===== config.mk =====
export PLATFORM = sky130hd
export DESIGN_NAME = shared_divider
export DESIGN_NICKNAME = d
export VERILOG_FILES = /design/src/rtl/bike_pkg.sv /design/src/rtl/div_rr_arbiter.sv /design/src/rtl/shared_divider.sv
export SDC_FILE = /design/constraint.sdc
export NUM_CORES = 1
export LEC_CHECK = 0
export ABC_AREA = 1
export CORE_UTILIZATION = 30
export CTS_CLUSTER_DIAMETER = 120
export DETAILED_ROUTE_END_ITERATION = 10
export GPL_TIMING_DRIVEN = 0
export SLEW_MARGIN = 20
export SYNTH_ARGS = -nofsm -noshare
export SYNTH_HDL_FRONTEND = slang
export SYNTH_HIERARCHICAL = 1
export SYNTH_SLANG_ARGS = --single-unit

===== constraint.sdc =====
create_clock -name clk -period 2.7 [get_ports clk]
set_input_delay 0.675 -clock clk [delete_from_list [all_inputs] [get_ports clk]]
set_output_delay 0.675 -clock clk [all_outputs]
set_load 0.03 [all_outputs]

===== src/rtl/bike_pkg.sv =====
// Shared types and constants for the bike computer divider slice.
package bike_pkg;

  localparam int unsigned DIV_WIDTH = 16;

  localparam logic CLIENT_SPEED = 1'b0;
  localparam logic CLIENT_AVG   = 1'b1;

  typedef enum logic {
    IDLE = 1'b0,
    RUN  = 1'b1
  } div_state_t;

  function automatic logic [1:0] client_onehot(input logic idx);
    return idx ? 2'b10 : 2'b01;
  endfunction

endpackage


===== src/rtl/div_rr_arbiter.sv =====
// Two-client round-robin arbiter: pending flags, last-winner register, grant decode.
module div_rr_arbiter
  import bike_pkg::*;
(
  input  logic       clk,
  input  logic       rst,
  input  logic [1:0] req_i,
  input  logic       gnt_en_i,
  output logic       gnt_valid_c_o,
  output logic       gnt_idx_c_o
);

  logic [1:0] pend_q, pend_d;
  logic       last_q, last_d;
  logic [1:0] clr_c;

  // A new request on the grant edge re-arms the slot (set beats clear).
  always_comb begin
    gnt_valid_c_o = 1'b0;
    gnt_idx_c_o   = CLIENT_SPEED;
    clr_c         = 2'b00;
    last_d        = last_q;

    if (pend_q == 2'b11) begin
      gnt_idx_c_o = ~last_q;
    end else begin
      gnt_idx_c_o = pend_q[1];
    end

    gnt_valid_c_o = gnt_en_i && (pend_q != 2'b00);
    if (gnt_valid_c_o) begin
      clr_c  = client_onehot(gnt_idx_c_o);
      last_d = gnt_idx_c_o;
    end

    pend_d = (pend_q & ~clr_c) | req_i;
  end

  always_ff @(posedge clk or negedge rst) begin
    if (!rst) begin
      pend_q <= 2'b00;
      last_q <= CLIENT_AVG;
    end else begin
      pend_q <= pend_d;
      last_q <= last_d;
    end
  end

endmodule


===== src/rtl/shared_divider.sv =====
// Restoring radix-2 divider shared by the speed and average-speed clients.
// Remainder output exists only when SHARED_DIVIDER_REMAINDER_EN is defined.
module shared_divider
  import bike_pkg::*;
#(
  parameter int unsigned WIDTH = DIV_WIDTH
) (
  input  logic             clk,
  input  logic             rst,
  input  logic             start0,
  input  logic             start1,
  input  logic [WIDTH-1:0] dividend0,
  input  logic [WIDTH-1:0] divisor0,
  input  logic [WIDTH-1:0] dividend1,
  input  logic [WIDTH-1:0] divisor1,
  output logic             busy,
  output logic             ready,
  output logic             select,
  output logic [WIDTH-1:0] quotient,
`ifdef SHARED_DIVIDER_REMAINDER_EN
  output logic [WIDTH-1:0] remainder,
`endif
  output logic             div_zero
);

  localparam int unsigned CW = $clog2(WIDTH + 1);

  div_state_t state_q;

  logic [1:0][WIDTH-1:0] op_dvd_q;
  logic [1:0][WIDTH-1:0] op_dvs_q;

  logic [WIDTH-1:0] dvd_q, dvd_d;
  logic [WIDTH-1:0] dvs_q;
  logic [WIDTH-1:0] rem_q, rem_d;
  logic [CW-1:0]    cnt_q;
  logic             zero_q;

  logic             gnt_en_c;
  logic             gnt_valid_c;
  logic             gnt_idx_c;
  logic [WIDTH-1:0] gnt_dvd_c;
  logic [WIDTH-1:0] gnt_dvs_c;
  logic [WIDTH:0]   partial_c;
  logic             ge_c;

  // Hold off grants during the ready cycle so every result gets a full IDLE cycle.
  assign gnt_en_c = (state_q == IDLE) && !ready;

  div_rr_arbiter u_arb (
    .clk           (clk),
    .rst           (rst),
    .req_i         ({start1, start0}),
    .gnt_en_i      (gnt_en_c),
    .gnt_valid_c_o (gnt_valid_c),
    .gnt_idx_c_o   (gnt_idx_c)
  );

  // Latest request per client wins; operands captured only on start.
  always_ff @(posedge clk or negedge rst) begin
    if (!rst) begin
      op_dvd_q <= '0;
      op_dvs_q <= '0;
    end else begin
      if (start0) begin
        op_dvd_q[0] <= dividend0;
        op_dvs_q[0] <= divisor0;
      end
      if (start1) begin
        op_dvd_q[1] <= dividend1;
        op_dvs_q[1] <= divisor1;
      end
    end
  end

  // One restoring step: extra partial-remainder bit keeps the compare exact.
  always_comb begin
    gnt_dvd_c = op_dvd_q[gnt_idx_c];
    gnt_dvs_c = op_dvs_q[gnt_idx_c];
    partial_c = {rem_q, dvd_q[WIDTH-1]};
    ge_c      = partial_c >= {1'b0, dvs_q};
    rem_d     = partial_c[WIDTH-1:0];
    if (ge_c) begin
      rem_d = WIDTH'(partial_c - {1'b0, dvs_q});
    end
    dvd_d = {dvd_q[WIDTH-2:0], ge_c};
  end

  always_ff @(posedge clk or negedge rst) begin
    if (!rst) begin
      state_q   <= IDLE;
      dvd_q     <= '0;
      dvs_q     <= '0;
      rem_q     <= '0;
      cnt_q     <= '0;
      zero_q    <= 1'b0;
      busy      <= 1'b0;
      ready     <= 1'b0;
      select    <= CLIENT_SPEED;
      quotient  <= '0;
      div_zero  <= 1'b0;
`ifdef SHARED_DIVIDER_REMAINDER_EN
      remainder <= '0;
`endif
    end else begin
      ready <= 1'b0;
      case (state_q)
        IDLE: begin
          if (gnt_valid_c) begin
            select  <= gnt_idx_c;
            dvd_q   <= gnt_dvd_c;
            dvs_q   <= gnt_dvs_c;
            rem_q   <= '0;
            zero_q  <= (gnt_dvs_c == '0);
            cnt_q   <= (gnt_dvs_c == '0) ? CW'(1) : CW'(WIDTH);
            busy    <= 1'b1;
            state_q <= RUN;
          end
        end
        RUN: begin
          if (!zero_q) begin
            dvd_q <= dvd_d;
            rem_q <= rem_d;
          end
          cnt_q <= cnt_q - CW'(1);
          if (cnt_q == CW'(1)) begin
            quotient  <= zero_q ? '1 : dvd_d;
            div_zero  <= zero_q;
`ifdef SHARED_DIVIDER_REMAINDER_EN
            remainder <= zero_q ? dvd_q : rem_d;
`endif
            ready     <= 1'b1;
            busy      <= 1'b0;
            state_q   <= IDLE;
          end
        end
        default: state_q <= IDLE;
      endcase
    end
  end

endmodule


==> flow_summary.yaml, run 1 <==
cts:
  insertion_delay_ns: 0.43
  cts_tree: "built"
  cts_num_sinks: 142
  clk_path_buf_depth: 2
  cts_hold_buf: 0
  cts_setup_buffers: 0
  path_clk_slew_ns: 0.07
  cts-resized-gates: 0
  cts_buffers: 17
  clockRootBuffer: "clkbuf_16"
  htreeDepth: 4
cells_and_area:
  final_util_pct: 38.8
  syn_to_final_growth_pct: 26.5
  drive_above_1_share_pct: 10.8
  final_cell_mix: "207 x nand2_1, 141 x dfrtp_1, 126 x inv_1, 105 x o21ai_0, 86 x clkdlybuf4s50_1"
  antenna_cells: 0
  fin_cells: 1303
  layout_commonest_cell: "nand2_1"
  fill_cells: 2431
  nNetsFinal: 1058
worst_setup_path:
  cp.arrival_ns: 2.62
  worst_setup_path_start_kind: "flop"
  cp_max_fo: 19
  path_cells: "buf_2 > nor2_1 > o21ai_1 > inv_1 > nand2_1 > nand2_1 > buf_2 > clkinv_1 > nand2_1 > nand2_1"
  crit_buf_inv: 4
  regToRegSetupSlack_ns: 0.40
  reg2reg_to: "rem_q[7]"
  reg2reg_from: "state_q"
  cp.depth: 10
  crit_top_cell: "nand2_1"
  crit_type: "flop to flop"
  critPathRequiredTime_ns: 3.01
  cpPeakStageDelay_ns: 0.40
  crit_path_start: "state_q"
  cpMaxStageDelayCell: "dfrtp_1"
  endpoint_kind: "flop"
  crit_path_end: "rem_q[7]"
  reg2reg_depth: 10
  crit_family: "buffers and inverters"
synth:
  netlist_area_mm2: 0.00725
  yosysSeqAreaShare_pct: 49.1
  synth_nets: 952
  synth.largest_area_cell: "dfrtp_1"
  yosysWarningCount: 6
  syn_area_per_cell_um2: 8.38
  post_synth_main_area_contributors: "dfrtp_1 49%, nand2_1 11%, o21ai_0 7.3%"
  synth_top_cell_area_share_pct: 48.7
  ys_ff_latch: 142
  synth_cell_types: 39
  synthCells: 865
sta:
  finalSetupViolCount: 0
  timing.final.crit_share_pct: 85.3
  slew_headroom_pct: 47.0
  rsz0062_at_grt: "no"
  holdWs_ns: 0.252
  fin_worst_skew_ns: 0.0129
  max_slew.worst_pin.slew_ns: 0.795
  fin_crit_ns: 2.30
  hold_viol_final: 0
  fin_ws_ns: 0.396
  max_freq_mhz: 434
  drv_slew: 0
die:
  core_area_mm2: 0.0236
  die_w_um: 157
  die-area_mm2: 0.0248
  start_util_pct: 30.7
  io-pin-count: 88
  die_h_um: 157
  rows: 56
place:
  dp_hpwl_um: 14100
  io_buffers: 87
  placed_cells: 1272
  pre_cts_ws_ns: 0.0693
  gp_congestion: 0.841
drt:
  totalWireLength_um: 19200
  wl_per_cell_um: 14.8
  vias_per_cell: 4.64
  antenna_left: 0
  vias: 6043
  drtIter0Drc: 321
  dr.pass1.iters: 7
  drc: 0
power_and_ir_drop:
  p_leak_nw: 4.37
  p_total_mw: 11.6
  power.density_mw_per_mm2: 1260
  vdd_drop_max_v: 0.000621
global_route:
  track_usage_pct: 16.9
  grt_pass1_wl_um: 31800
  antenna_found_initial: 0
  grt-ovfl-total: 0
  grt_pass1_vias: 6102
  grt_max_degree: 86
outcome:
  status: "finished, final reports clean"
hold_path:
  min_path_type: "input port to async pin"
job:
  max_cap_viol_count: 0
-- stage by stage --
step / instance area (um^2) / setup TNS (ns)
floorplan: 7250 / 0
global placement: 8520 / -707.44
detailed placement: 8550 / 0
CTS: 9170 / 0
global route: 9170 / 0
finish: 9170 / 0
-- where the power goes --
group	total, mW	leakage [nW]	switching, mW	internal [mW]
sequential	3.21	1.68	0.384	2.83
combinational	5.87	2.39	3.67	2.20
clock	2.50	0.302	0.999	1.50
total	11.6	4.37	5.06	6.53
-- state kept, by name (all words and copies together) (netlist names) --
register      cells
dvd_q            16
dvs_q            16
cnt_q             5
div_zero          1
zero_q            1
busy              1
quotient         16
state_q           1
op_dvs_q         32
op_dvd_q         32
rem_q            16
u_arb/pend_q      2
select            1
ready             1
u_arb/last_q      1
-- Yosys cell counts, drive strengths merged --
library cell and number:
xor2 2, dfstp 1, ha 18, a31oi 1
or2 2, mux2 33, dfrtp 141, nand4 9
inv 127, clkbuf 21, o21bai 1, clkinv 3
and2 1, fa 1, xnor2 4, nand3b 6
a21oi 41, nor2 51, nand2 216, o21ai 106
nand3 48, buf 12, nor3 5, o211ai 14
o22ai 1
-- how the worst min path moves through the flow --
stage	depth (start not counted)	endpoint	startpoint	slack, ns
after global routing	1	op_dvs_q[23]	rst	0.30
after global placement	2	u_arb/last_q	u_arb/last_q	0.45
final	1	op_dvs_q[24]	rst	0.25
after detailed placement	2	u_arb/last_q	u_arb/last_q	0.46
after CTS	1	op_dvs_q[23]	rst	0.28
after floorplan	0	busy	rst	0.38
-- final cells by class --
cell class	count	area [um^2]	area share, %
flip-flops and latches	142	3550	38.8
multi-input cells	560	3020	32.9
repair buffers	88	903	9.86
inverters	130	488	5.32
clock buffers	18	439	4.79
well taps	319	399	4.35
clock inverters	14	183	1.99
plain buffers	32	181	1.98
-- cells by family (layout without fill, tap and decap cells) --
logic type / Yosys count / count (layout) / synth area share (%)
muxes: 33 / 33 / 5.13
and+or+nand+nor: 338 / 338 / 20.5
DFF: 142 / 142 / 49.1
xor gates and xnor gates: 6 / 6 / 0.725
buffers and inverters: 163 / 282 / 9.29
AOI/OAI and AO/OA: 164 / 164 / 11.9
adders and majority gates: 19 / 19 / 3.38
-- layer usage --
metal | up-vias | GRT usage (%) | wire length (um)
met5 | - | 0 | 0
met2 | 145 | 27.5 | 9080
li1 | 2985 | - | -
met4 | 0 | 5.87 | 268
met1 | 2894 | 22.3 | 9060
met3 | 19 | 3.11 | 841
Note: power is estimated with default switching activity, not from simulation.
==> inputs of run 2 (changes only) <==
--- a/config.mk
+++ b/config.mk
@@ -6,6 +6,7 @@
 export NUM_CORES = 1
 export LEC_CHECK = 0
 export ABC_AREA = 1
+export CAP_MARGIN = 20
 export CORE_UTILIZATION = 30
 export CTS_CLUSTER_DIAMETER = 120
 export DETAILED_ROUTE_END_ITERATION = 10
==> results of run 2 <==
The final DEF is identical to that of run 1; final timing and power are the same.
